--- config.mk ---
export PLATFORM = sky130hd
export DESIGN_NAME = noc_output_arbiter
export DESIGN_NICKNAME = d
export VERILOG_FILES = /design/src/rtl/noc_output_arbiter.sv
export SDC_FILE = /design/constraint.sdc
export NUM_CORES = 1
export LEC_CHECK = 0
export ABC_AREA = 1
export CAP_MARGIN = 20
export CORE_ASPECT_RATIO = 1.5
export CORE_MARGIN = 1.5
export CORE_UTILIZATION = 30
export CTS_CLUSTER_SIZE = 12
export DETAILED_ROUTE_END_ITERATION = 12
export DONT_BUFFER_PORTS = 1
export PLACE_DENSITY = 0.41
export SLEW_MARGIN = 20
export SYNTH_ARGS = -nofsm -noshare
export SYNTH_HDL_FRONTEND = slang
export SYNTH_SLANG_ARGS = --single-unit
--- constraint.sdc ---
create_clock -name clk -period 4.01 [get_ports clk]
set_clock_uncertainty 0.05 [all_clocks]
set_input_delay 0.401 -clock clk [delete_from_list [all_inputs] [get_ports clk]]
set_output_delay 0.401 -clock clk [all_outputs]
set_load 0.01 [all_outputs]
--- src/rtl/noc_output_arbiter.sv ---
// noc_output_arbiter
//
// Per-output-port packet arbiter for the 5-port NoC router.
//
// Each input port's LBDR unit raises req[i] when its head flit wants this
// output. The arbiter picks one input in round-robin order and grants it the
// output. It then holds that grant as a wormhole lock from the HEADER flit to
// the TAIL flit. While the lock is held, the arbiter drives the crossbar select
// and pops the owner's FIFO.
//
// Flit id encoding: HEADER = 3'b001, TAIL = 3'b100. Any other code is treated
// as a payload flit.
//
// Optional feature macro: ARB_WATCHDOG_EN
//   defined   : a lock that makes no progress for TIMEOUT_CYC cycles is broken,
//               and timeout_err is set. timeout_err stays set until reset.
//   undefined : there is no watchdog, a lock is held for as long as needed,
//               and timeout_err is tied to 0.
//
// Ports
//   clk         in   router clock, rising edge
//   rst         in   asynchronous, active-low reset
//   req         in   [NUM_REQ]            LBDR request bit for this output, per input
//   valid       in   [NUM_REQ]            input FIFO not-empty, per input
//   flit_id     in   [NUM_REQ*FLIT_ID_W]  head flit id; input i at [i*FLIT_ID_W +: FLIT_ID_W]
//   out_ready   in   downstream can accept a flit this cycle
//   grant       out  [NUM_REQ]  registered one-hot owner of the output
//   xbar_sel    out  [SEL_W]    registered owner index (0 when idle)
//   rd_en       out  [NUM_REQ]  combinational FIFO pop, one-hot or 0
//   out_valid   out  combinational, a flit is presented downstream
//   busy        out  registered, the output is locked to an owner
//   timeout_err out  sticky watchdog flag (0 without ARB_WATCHDOG_EN)

module noc_output_arbiter #(
    parameter int NUM_REQ     = 5,
    parameter int SEL_W       = 3,
    parameter int FLIT_ID_W   = 3,
    parameter int TIMEOUT_CYC = 64
) (
    input  logic                           clk,
    input  logic                           rst,
    input  logic [NUM_REQ-1:0]             req,
    input  logic [NUM_REQ-1:0]             valid,
    input  logic [NUM_REQ*FLIT_ID_W-1:0]   flit_id,
    input  logic                           out_ready,
    output logic [NUM_REQ-1:0]             grant,
    output logic [SEL_W-1:0]               xbar_sel,
    output logic [NUM_REQ-1:0]             rd_en,
    output logic                           out_valid,
    output logic                           busy,
    output logic                           timeout_err
);

    localparam logic [FLIT_ID_W-1:0] FLIT_HEADER = FLIT_ID_W'(3'b001);
    localparam logic [FLIT_ID_W-1:0] FLIT_TAIL   = FLIT_ID_W'(3'b100);

    // Reject parameter sets that cannot work at elaboration time.
    if (SEL_W < $clog2(NUM_REQ) || TIMEOUT_CYC < 2) begin : g_param_check
        $error("noc_output_arbiter: SEL_W too narrow or TIMEOUT_CYC < 2");
    end

    typedef enum logic {
        IDLE,
        LOCKED
    } state_t;

    state_t                 state, state_nx;
    logic [NUM_REQ-1:0]     grant_nx;
    logic [SEL_W-1:0]       sel_nx;
    logic [SEL_W-1:0]       rr_ptr, rr_nx;

    logic [FLIT_ID_W-1:0]   fid [NUM_REQ];
    logic [NUM_REQ-1:0]     cand;
    logic                   found;
    logic [SEL_W-1:0]       winner;
    logic [SEL_W-1:0]       scan_idx;
    logic                   owner_valid;
    logic                   owner_tail;
    logic                   xfer;

`ifdef ARB_WATCHDOG_EN
    localparam int WD_W = $clog2(TIMEOUT_CYC + 1);
    localparam logic [WD_W-1:0] WD_LIMIT = WD_W'(TIMEOUT_CYC - 1);

    logic [WD_W-1:0]        wd_cnt, wd_nx;
    logic                   terr_q, terr_nx;

    assign timeout_err = terr_q;
`else
    assign timeout_err = 1'b0;
`endif

    // Only a HEADER flit can open a new packet. This stops a stray payload or
    // tail flit from grabbing the output.
    for (genvar i = 0; i < NUM_REQ; i++) begin : g_cand
        assign fid[i]  = flit_id[i*FLIT_ID_W +: FLIT_ID_W];
        assign cand[i] = req[i] & valid[i] & (fid[i] == FLIT_HEADER);
    end

    // Search starts one past the last owner. The previous owner therefore gets
    // the lowest priority in the next arbitration.
    always_comb begin
        winner   = '0;
        found    = 1'b0;
        scan_idx = '0;
        for (int k = 1; k <= NUM_REQ; k++) begin
            scan_idx = SEL_W'((int'(rr_ptr) + k) % NUM_REQ);
            if (!found && cand[scan_idx]) begin
                found  = 1'b1;
                winner = scan_idx;
            end
        end
    end

    // While the output is locked, xbar_sel names the owner. req[owner] is
    // deliberately ignored.
    assign owner_valid = valid[xbar_sel];
    assign owner_tail  = (fid[xbar_sel] == FLIT_TAIL);
    assign busy        = (state == LOCKED);

    always_comb begin
        state_nx  = state;
        grant_nx  = grant;
        sel_nx    = xbar_sel;
        rr_nx     = rr_ptr;
        rd_en     = '0;
        out_valid = 1'b0;
        xfer      = 1'b0;
`ifdef ARB_WATCHDOG_EN
        wd_nx     = wd_cnt;
        terr_nx   = terr_q;
`endif
        case (state)
            IDLE: begin
                // Arbitration only. The first pop happens in the next cycle.
                if (found) begin
                    state_nx = LOCKED;
                    grant_nx = NUM_REQ'(1) << winner;
                    sel_nx   = winner;
                end
`ifdef ARB_WATCHDOG_EN
                wd_nx = '0;
`endif
            end
            LOCKED: begin
                out_valid = owner_valid;
                xfer      = owner_valid & out_ready;
                if (xfer) begin
                    rd_en = grant;
                end
                // On release, the owner becomes the round-robin reference.
                if (xfer && owner_tail) begin
                    state_nx = IDLE;
                    grant_nx = '0;
                    sel_nx   = '0;
                    rr_nx    = xbar_sel;
                end
`ifdef ARB_WATCHDOG_EN
                if (xfer) begin
                    wd_nx = '0;
                end else if (wd_cnt == WD_LIMIT) begin
                    state_nx = IDLE;
                    grant_nx = '0;
                    sel_nx   = '0;
                    rr_nx    = xbar_sel;
                    terr_nx  = 1'b1;
                    wd_nx    = '0;
                end else if (wd_cnt != '1) begin
                    wd_nx = wd_cnt + 1'b1;
                end
`endif
            end
            default: begin
                state_nx = IDLE;
            end
        endcase
    end

    // An asynchronous reset drops any lock immediately. Because rd_en depends
    // on the LOCKED state, no pop is issued while reset is held.
    always_ff @(posedge clk or negedge rst) begin
        if (!rst) begin
            state    <= IDLE;
            grant    <= '0;
            xbar_sel <= '0;
            rr_ptr   <= SEL_W'(NUM_REQ - 1);
        end else begin
            state    <= state_nx;
            grant    <= grant_nx;
            xbar_sel <= sel_nx;
            rr_ptr   <= rr_nx;
        end
    end

`ifdef ARB_WATCHDOG_EN
    always_ff @(posedge clk or negedge rst) begin
        if (!rst) begin
            wd_cnt <= '0;
            terr_q <= 1'b0;
        end else begin
            wd_cnt <= wd_nx;
            terr_q <= terr_nx;
        end
    end
`endif

endmodule

==> flow_summary_export.csv, run 1 <==
group,metric,value,unit
run_status,run_status,"finished clean",
setup_path,timing.critical_path.max_delay_family,"simple AND/OR/NAND/NOR gates",
cells_and_area,layout.cells.most_common,"nand2_1",
cells_and_area,synthesis_to_layout_area_growth,11.5,%
cts,cts-root-buf,"clkbuf_16",
floorplanning,design.portCount,44,
synth,syn_area_per_cell,6.23,um2
synth,postSynthNetCount,452,
drt,route.detailed.drc,0,
cts,h-tree-depth,1,
synth,ys_warn_count,0,
cells_and_area,highest_count_cells_in_the_layout_ignoring_fill_and_taps,"nand2_1, nand3_1, inv_1, nor2_1, ha_1",
grt,grt_pass1_wl,12000,um
cts,clock_pin_slew_on_the_worst_setup_and_hold_paths,0.05,ns
timing,tns,0,ns
synth,ys_seq_elements,12,
cts,clk_latency,0.24,ns
synth,synthesis.area,0.00249,mm2
timing,number_of_hold_slack_violations_in_the_final_timing_report,0,
synth,netlist.area_leader.share,16.1,%
drt,drt-vias-per-instance,4.91,
timing,worst_slew_margin_rel,60.5,%
synth,synth_sequential_area_ratio,12.1,%
drt,first_pass_iters,4,
setup_path,critical-path-slowest-cell,"dfstp_2",
setup_path,slowest_delay,0.63,ns
cts,cts.sink_count,12,
placed_design,finalWeightedCongestion,0.882,
synth,yosys.cell_types.count,40,
cells_and_area,final_nets,460,
timing,timing.final.crit_period,3.68,ns
cts,cts_tree,"yes",
setup_path,critPathMostFrequentCell,"nand2_1",
timing,max_clock_freq,272,MHz
floorplanning,start_util,30.9,%
setup_path,timing.critical_path.cells,"buf_4, ha_1, nand2_1, nand3_2, xor2_1, inv_1, ha_1, or2_2, nand3_2, nand2_2, nand2_1, nand2_1, nand2_1, nand3_1, nand3_1, nand4_2, nor2_4, nand2_4, o21ai_4, nand2_4, o21ai_2",
cts,cts_max_path_buffers,2,
drt,via_count,2512,
setup_path,worstSetupStartpointType,"flop",
drt,routed_wire_length_per_instance,14.4,um
drt,drt_first_iter_violations,63,
setup_path,worst_setup_path_end_kind,"flop",
cells_and_area,antenna_cells,0,
floorplanning,row_count,40,
setup_path,critical_path_cell_count,21,
grt,grt_use_total,17.3,%
setup_path,crit_type,"reg -> reg",
synth,synth_largest_area_cell,"nand2_1",
placed_design,port_buffers,0,
setup_path,crit_buf_inv,2,
setup_path,critPathMaxFanout,7,
synth,postSynthCellCount,400,
timing,report.final.slew_viol_count,0,
placed_design,dpl.hpwl,6340,um
setup_path,regToRegEndpoint,"xbar_sel[1]$_DFFE_PN0P_",
setup_path,worst-r2r-cell-count,21,
timing,setup_violations,0,
floorplanning,die-area,0.00888,mm2
drt,final_antenna_net_count,0,
worst_hold_path,min_path_type,"in -> async",
synth,yosys-top-cells-area,"nand2_1, ha_1, nand3_1",
setup_path,ff_to_ff_setup_slack,0.33,ns
setup_path,worstSetupEndpoint,"xbar_sel[1]$_DFFE_PN0P_",
setup_path,startpoint,"rr_ptr[2]$_DFFE_PN1P_",
timing,worstMarginPinSlew,0.591,ns
cts,clock_buffers_created_by_tritoncts,3,
setup_path,critPathRequiredTime,4.13,ns
setup_path,worst-endpoint-arrival,3.80,ns
job,maxCapViolCount,0,
grt,grt.overflow.total,0,
drt,finalWirelength,7350,um
grt,largest_net_degree_at_the_start_of_global_routing,14,
grt,antenna_found_initial,0,
grt,number_of_global_route_vias_before_repair,2492,
timing,grt_setup_unrepaired,"no",
timing,final_min_period_over_clock_period,91.8,%
cells_and_area,drive_above_1_share,20.4,%
setup_path,reg2reg_from,"rr_ptr[2]$_DFFE_PN1P_",
floorplanning,die_w,77.4,um
floorplanning,die_height,115,um
floorplanning,coreArea,0.00806,mm2
## final cells by class
type,count,area (um2)
repair buffers,11,85.1
well taps,105,131
clock buffers,4,88.8
inverters,58,220
flip-flops and latches,12,302
fillers,909,5280
multi-input cells,322,1950
## timing repair
item	CTS	global route
setup endpoints to repair	0	8
gates resized for setup	0	7
buffers inserted	0	2
hold buffers	1	0
hold endpoints to repair	12	0
## how the worst min path moves through the flow
stage,from,to,slack (ns),depth (start not counted)
floorplan,rst,busy$_DFF_PN0_,0.06,0
global placement,rst,busy$_DFF_PN0_,0.06,0
detailed placement,rst,busy$_DFF_PN0_,0.06,0
CTS,grant[4]$_DFFE_PN0P_,grant[4]$_DFFE_PN0P_,0.56,2
global route,busy$_DFF_PN0_,busy$_DFF_PN0_,0.59,1
finish,rst,grant[2]$_DFFE_PN0P_,0.55,1
## per-stage QoR
step           worst slack (ns)  hold slack (ns)  utilization (%)  instance area [um2]  std cells
2_1_floorplan             0.456           0.0554                -                 2490        400
3_3_place_gp              0.160           0.0557             32.7                 2640        505
3_5_place_dp              0.150           0.0557             32.7                 2640        505
4_1_cts                   0.136            0.557             34.0                 2740        510
5_1_grt                 0.00673            0.590             34.5                 2780        512
6_report                  0.327            0.552             34.5                 2780        512
## worst reg2reg max path, stage by stage, from the launching register on
cell	delay (ns)
dfstp_2	0.63
buf_4	0.18
ha_1	0.23
nand2_1	0.12
nand3_2	0.10
xor2_1	0.14
inv_1	0.09
ha_1	0.17
or2_2	0.29
nand3_2	0.10
nand2_2	0.10
nand2_1	0.11
nand2_1	0.11
nand2_1	0.07
nand3_1	0.06
nand3_1	0.13
nand4_2	0.13
nor2_4	0.19
nand2_4	0.08
o21ai_4	0.26
nand2_4	0.11
o21ai_2	0.14
## synth_stat cells
library cell	number
nor3_1	1
ha_1	24
nand3_2	9
a21oi_1	3
nor2_1	25
a22oi_1	1
clkbuf_1	4
inv_4	1
o211ai_2	1
nand2_1	107
xnor2_1	2
nand2_2	19
dfrtp_1	11
nand4_2	1
and3_1	1
o21ai_2	5
buf_4	2
inv_1	49
o21ai_0	13
dfstp_2	1
nand3_4	4
o311ai_0	2
inv_2	7
clkinv_1	1
or2_2	1
nand3b_1	2
xor2_1	3
nand3_1	59
nor2_4	1
o21ai_4	1
nand4_1	9
nand2_4	11
conb_1	1
buf_2	1
buf_6	1
or2_4	1
nor4_1	4
a31oi_1	1
o31a_1	1
o21ai_1	9
## cell families (layout without fill, tap and decap cells)
family                     Yosys count  after routing  share of synthesized area, %
buffers and inverters               66             73                          10.7
other                                1              1                         0.150
and+or+nand+nor                    255            255                          53.7
DFF                                 12             12                          12.1
adders and majority gates           24             24                          12.0
AOI/OAI and AO/OA                   37             37                          9.53
xor gates and xnor gates             5              5                          1.76
## state kept, by name (all words and copies together), names as in the netlist
name and count:
rr_ptr 3, xbar_sel 3, grant 5, busy 1
## layer usage
layer,share of wire (%),track usage [%]
met1,38,17.7
met2,56,34.8
met3,2.3,1.27
met4,4.2,8.24
met5,0,0
Power of run 1 is not shown: default switching activity piles up to over one toggle a cycle in this logic, so the estimate is an artifact.
==> run 2, diff against run 1 <==
--- a/config.mk
+++ b/config.mk
@@ -9,11 +9,12 @@
 export CAP_MARGIN = 20
 export CORE_ASPECT_RATIO = 1.5
 export CORE_MARGIN = 1.5
-export CORE_UTILIZATION = 30
+export CORE_UTILIZATION = 48
 export CTS_CLUSTER_SIZE = 12
 export DETAILED_ROUTE_END_ITERATION = 12
 export DONT_BUFFER_PORTS = 1
-export PLACE_DENSITY = 0.41
+export PLACE_DENSITY = 0.6
+export SKIP_LAST_GASP = 1
 export SLEW_MARGIN = 20
 export SYNTH_ARGS = -nofsm -noshare
 export SYNTH_HDL_FRONTEND = slang
==> run 2 against run 1 <==
  * Count of clock-buffer cells in the layout did not move
  * Wire length fell by 13%
  * Core utilization rose by 19 points
  * Fmax barely moved
  * Non-clock buffer count did not move
  * Worst hold slack got worse by 0.015 ns
  * Via count fell by 0.44%
  * Sequential share of layout area rose by 0.48 points
  * Critical path depth rose by 1
  * Flip-flop and latch count did not move
  * Setup slack got worse by 0.0023 ns
  * Largest cell class unchanged
==> flow_summary_export.csv, run 2 (same netlist as run 1, synthesis figures left out) <==
group,metric,value,unit
setup_path,worst_setup_path_end_kind,"flop",
cells_and_area,layout.cells.most_common,"nand2_1",
setup_path,crit_buf_inv,3,
cts,clock_buffers_created_by_tritoncts,3,
floorplanning,die_w,61.9,um
setup_path,critPathMostFrequentCell,"nand2_1",
worst_hold_path,min_path_type,"in -> async",
cells_and_area,biggestRegsByFlops,"grant x5, rr_ptr x3, xbar_sel x3",
floorplanning,die_height,91.3,um
cts,clk_latency,0.24,ns
timing,worstMarginPinSlew,0.891,ns
job,maxCapViolCount,0,
setup_path,regToRegEndpoint,"grant[4]$_DFFE_PN0P_",
cts,h-tree-depth,1,
setup_path,worstSetupEndpoint,"grant[4]$_DFFE_PN0P_",
grt,grt_pass1_wl,10600,um
grt,number_of_global_route_vias_before_repair,2373,
setup_path,ff_to_ff_setup_slack,0.33,ns
setup_path,critPathMaxFanout,7,
grt,largest_net_degree_at_the_start_of_global_routing,19,
cts,cts.sink_count,12,
run_status,run_status,"finished clean",
grt,grt.overflow.total,0,
setup_path,critical-path-slowest-cell,"dfstp_4",
timing,hold-worst-slack,0.537,ns
setup_path,crit_type,"reg -> reg",
drt,via_count,2501,
placed_design,finalWeightedCongestion,0.914,
placed_design,port_buffers,0,
timing,final_min_period_over_clock_period,91.9,%
floorplanning,start_util,49.0,%
timing,number_of_hold_slack_violations_in_the_final_timing_report,0,
grt,grt_use_total,24.2,%
setup_path,timing.critical_path.cells,"inv_4, ha_1, nand2_1, nand3_2, xor2_1, inv_1, ha_1, inv_1, or2_2, nand3_2, nand2_2, nand2_1, nand2_1, nand2_1, nand3_1, nand3_1, nand4_2, nor2_4, nand2_4, o21ai_4, nand2_4, o21ai_1",
setup_path,critPathRequiredTime,4.12,ns
setup_path,startpoint,"rr_ptr[2]$_DFFE_PN1P_",
cts,cts_tree,"yes",
floorplanning,row_count,32,
grt,antenna_found_initial,0,
drt,drt_first_iter_violations,93,
timing,worst_slew_margin_rel,40.0,%
setup_path,worst-endpoint-arrival,3.80,ns
cells_and_area,highest_count_cells_in_the_layout_ignoring_fill_and_taps,"nand2_1, nand3_1, inv_1, nor2_1, ha_1",
drt,route.detailed.drc,0,
setup_path,critical_path_cell_count,22,
cells_and_area,antenna_cells,0,
placed_design,dpl.hpwl,5380,um
drt,final_antenna_net_count,0,
timing,setup_violations,0,
cells_and_area,largest_register_ff_count,5,
cells_and_area,final_nets,460,
drt,first_pass_iters,4,
drt,drt-vias-per-instance,5.27,
setup_path,timing.critical_path.max_delay_family,"simple AND/OR/NAND/NOR gates",
timing,timing.final.crit_period,3.68,ns
setup_path,reg2reg_from,"rr_ptr[2]$_DFFE_PN1P_",
drt,finalWirelength,6380,um
setup_path,worstSetupStartpointType,"flop",
setup_path,worst-r2r-cell-count,22,
floorplanning,die-area,0.00565,mm2
timing,report.final.slew_viol_count,0,
cts,cts-root-buf,"clkbuf_8",
cells_and_area,register_name_with_the_most_flops,"grant",
cells_and_area,synthesis_to_layout_area_growth,8.63,%
cts,cts_max_path_buffers,2,
setup_path,slowest_delay,0.66,ns
drt,routed_wire_length_per_instance,13.4,um
cts,clock_pin_slew_on_the_worst_setup_and_hold_paths,0.05,ns
floorplanning,design.portCount,44,
cells_and_area,drive_above_1_share,20.4,%
timing,max_clock_freq,271,MHz
floorplanning,coreArea,0.00508,mm2
run 2: area by class of cell:
class,instances,area (um2)
tap,68,85.1
timing repair buffer,11,85.1
fill,559,2380
multi-input combinational,322,1950
clock buffer,4,55.1
sequential,12,307
inverter,58,224
run 2: routing by layer:
| metal | global-route usage (%) | vias to the layer above | part of all wire, % |
|---|---|---|---|
| li1 | - | 1315 | - |
| met1 | 27.1 | 1114 | 39 |
| met2 | 45.1 | 57 | 55 |
| met3 | 1.42 | 15 | 2.2 |
| met4 | 7.98 | 0 | 3.0 |
| met5 | 0 | - | 0 |
run 2: metrics by stage:
step	setup WS, ns	instances	util, %	instance area (um2)	setup TNS, ns
floorplan	0.456	400	-	2490	0
global placement	0.310	465	50.5	2570	0
detailed placement	0.194	465	50.5	2570	0
CTS	0.188	470	51.8	2640	0
global route	-0.00377	475	53.3	2710	-0.00377
finish	0.325	475	53.3	2710	0
run 2: what timing repair did:
action                                  CTS  global route
gates resized for setup                   0             9
endpoints found under the hold margin    12             0
buffers inserted                          0             5
hold buffers                              1             0
endpoints found under the setup margin    0             8
run 2: how the worst min path moves through the flow:
stage / startpoint / end / slack (ns)
after floorplan: rst / busy$_DFF_PN0_ / 0.06
after global placement: rst / xbar_sel[0]$_DFFE_PN0P_ / 0.06
after detailed placement: rst / busy$_DFF_PN0_ / 0.06
after CTS: rst / grant[4]$_DFFE_PN0P_ / 0.54
after global routing: rst / grant[4]$_DFFE_PN0P_ / 0.58
final: rst / grant[4]$_DFFE_PN0P_ / 0.54
Power of run 2 is left out for the same reason.
==> run 3, diff against run 2 <==
--- a/config.mk
+++ b/config.mk
@@ -14,6 +14,7 @@
 export DETAILED_ROUTE_END_ITERATION = 12
 export DONT_BUFFER_PORTS = 1
 export PLACE_DENSITY = 0.6
+export SETUP_SLACK_MARGIN = 0.05
 export SKIP_LAST_GASP = 1
 export SLEW_MARGIN = 20
 export SYNTH_ARGS = -nofsm -noshare
==> run 3 against run 2 <==
  * Global-route usage stayed put
  * Flip-flop and latch count stayed put
  * Setup slack worse by 0.021 ns
  * Design area is 0.18% higher
  * Sequential share of layout area hardly changed
  * Wire length hardly changed
  * Fmax is 0.57% lower
  * Critical endpoint unchanged
  * Largest cell class unchanged
==> flow_summary_export.csv, run 3 (same netlist as run 1, synthesis figures left out) <==
group,metric,value,unit
run_status,run_status,"finished clean",
grt,number_of_global_route_vias_before_repair,2373,
placed_design,finalWeightedCongestion,0.914,
placed_design,port_buffers,0,
cells_and_area,final_nets,460,
floorplanning,coreArea,0.00508,mm2
setup_path,worst_setup_path_end_kind,"flop",
timing,setup_violations,0,
worst_hold_path,min_path_type,"in -> async",
setup_path,slowest_delay,0.66,ns
cells_and_area,fillers,557,
drt,drt-vias-per-instance,5.27,
cts,cts_max_path_buffers,2,
setup_path,timing.critical_path.cells,"inv_4, ha_1, nand2_1, nand3_2, xor2_1, inv_1, ha_1, inv_1, or2_2, nand3_2, nand2_2, nand2_1, nand2_1, nand2_1, nand3_1, nand3_1, nand4_2, nor2_4, nand2_4, o21ai_4, nand2_4, o21ai_1",
drt,routed_wire_length_per_instance,13.4,um
cells_and_area,drive_above_1_share,20.9,%
cells_and_area,antenna_cells,0,
cells_and_area,highest_count_cells_in_the_layout_ignoring_fill_and_taps,"nand2_1, nand3_1, inv_1, nor2_1, ha_1",
grt,grt.overflow.total,0,
timing,final_min_period_over_clock_period,92.4,%
setup_path,crit_type,"reg -> reg",
floorplanning,die_height,91.3,um
drt,finalWirelength,6380,um
drt,via_count,2501,
timing,timing.final.crit_period,3.71,ns
cells_and_area,biggestRegsByFlops,"grant x5, rr_ptr x3, xbar_sel x3",
floorplanning,design.portCount,44,
cts,clk_latency,0.24,ns
drt,route.detailed.drc,0,
cells_and_area,register_name_with_the_most_flops,"grant",
cells_and_area,synthesis_to_layout_area_growth,8.83,%
cts,clock_buffers_created_by_tritoncts,3,
placed_design,dpl.hpwl,5380,um
cts,cts.sink_count,12,
cells_and_area,largest_register_ff_count,5,
setup_path,critPathRequiredTime,4.12,ns
timing,tns,0,ns
setup_path,regToRegEndpoint,"grant[4]$_DFFE_PN0P_",
cts,cts-root-buf,"clkbuf_8",
job,maxCapViolCount,0,
setup_path,worst-endpoint-arrival,3.82,ns
grt,antenna_found_initial,0,
timing,grt_setup_unrepaired,"no",
timing,number_of_hold_slack_violations_in_the_final_timing_report,0,
grt,grt_pass1_wl,10600,um
setup_path,critical-path-slowest-cell,"dfstp_4",
cts,h-tree-depth,1,
setup_path,critPathMostFrequentCell,"nand2_1",
timing,worstMarginPinSlew,0.891,ns
drt,final_antenna_net_count,0,
setup_path,critPathMaxFanout,7,
cells_and_area,layout.cells.most_common,"nand2_1",
grt,grt_use_total,24.2,%
floorplanning,die_w,61.9,um
setup_path,worst-r2r-cell-count,22,
cts,clock_pin_slew_on_the_worst_setup_and_hold_paths,0.05,ns
timing,max_clock_freq,270,MHz
timing,report.final.slew_viol_count,0,
setup_path,ff_to_ff_setup_slack,0.30,ns
drt,drt_first_iter_violations,93,
setup_path,worstSetupStartpointType,"flop",
floorplanning,die-area,0.00565,mm2
timing,worst_slew_margin_rel,40.0,%
cts,cts_tree,"yes",
floorplanning,start_util,49.0,%
setup_path,reg2reg_from,"rr_ptr[2]$_DFFE_PN1P_",
floorplanning,row_count,32,
grt,largest_net_degree_at_the_start_of_global_routing,19,
drt,first_pass_iters,4,
==> run 3: cell counts in the layout (fill, tap and decap cells not counted) <==
No cell type changed its count.
==> run 3: critical path: cells and delay by family (launching register included) <==
kind / cells / cell delay, ns
compound gates: 2 / 0.39
xor+xnor: 1 / 0.15
fa+ha+maj: 2 / 0.49
buf+inv: 3 / 0.21
flops: 1 / 0.66
simple gates: 14 / 1.67
==> run 3: final cells by class <==
type | count | area [um2] | area share [%]
clock buffers | 4 | 55.1 | 2.03
inverters | 58 | 224 | 8.25
multi-input cells | 322 | 1960 | 72.2
flip-flops and latches | 12 | 307 | 11.3
well taps | 68 | 85.1 | 3.14
repair buffers | 11 | 85.1 | 3.14
==> run 3: timing repair <==
item | 4_1_cts | 5_1_grt
endpoints found under the hold margin | 12 | 0
setup endpoints to repair | 0 | 8
buffers inserted | 0 | 5
hold buffers | 1 | 0
gates resized for setup | 0 | 11
==> run 3: worst max-delay path by stage <==
| stage | from | endpoint | slack [ns] |
|---|---|---|---|
| detailed placement | rr_ptr[2]$_DFFE_PN1P_ | grant[0]$_DFFE_PN0P_ | 0.19 |
| CTS | rr_ptr[2]$_DFFE_PN1P_ | grant[0]$_DFFE_PN0P_ | 0.19 |
| global route | rr_ptr[2]$_DFFE_PN1P_ | grant[0]$_DFFE_PN0P_ | 0.05 |
| floorplan | rr_ptr[0]$_DFFE_PN0P_ | grant[0]$_DFFE_PN0P_ | 0.46 |
| global placement | rr_ptr[2]$_DFFE_PN1P_ | grant[0]$_DFFE_PN0P_ | 0.31 |
| finish | rr_ptr[2]$_DFFE_PN1P_ | grant[4]$_DFFE_PN0P_ | 0.30 |
==> run 3: through the flow <==
step | worst slack (ns) | area, um2 | util, % | cells | hold WS [ns]
4_1_cts | 0.188 | 2640 | 51.8 | 470 | 0.545
6_report | 0.304 | 2710 | 53.4 | 475 | 0.537
3_3_place_gp | 0.310 | 2570 | 50.5 | 465 | 0.0558
2_1_floorplan | 0.456 | 2490 | - | 400 | 0.0554
5_1_grt | 0.0547 | 2710 | 53.4 | 475 | 0.577
3_5_place_dp | 0.194 | 2570 | 50.5 | 465 | 0.0558
==> run 3: per-layer routing <==
metal / wire length (um) / global-route usage, %
met1: 2520 / 27.1
met2: 3530 / 45.1
met3: 140 / 1.42
met4: 194 / 7.98
met5: 0 / 0
Power of run 3 is left out for the same reason.
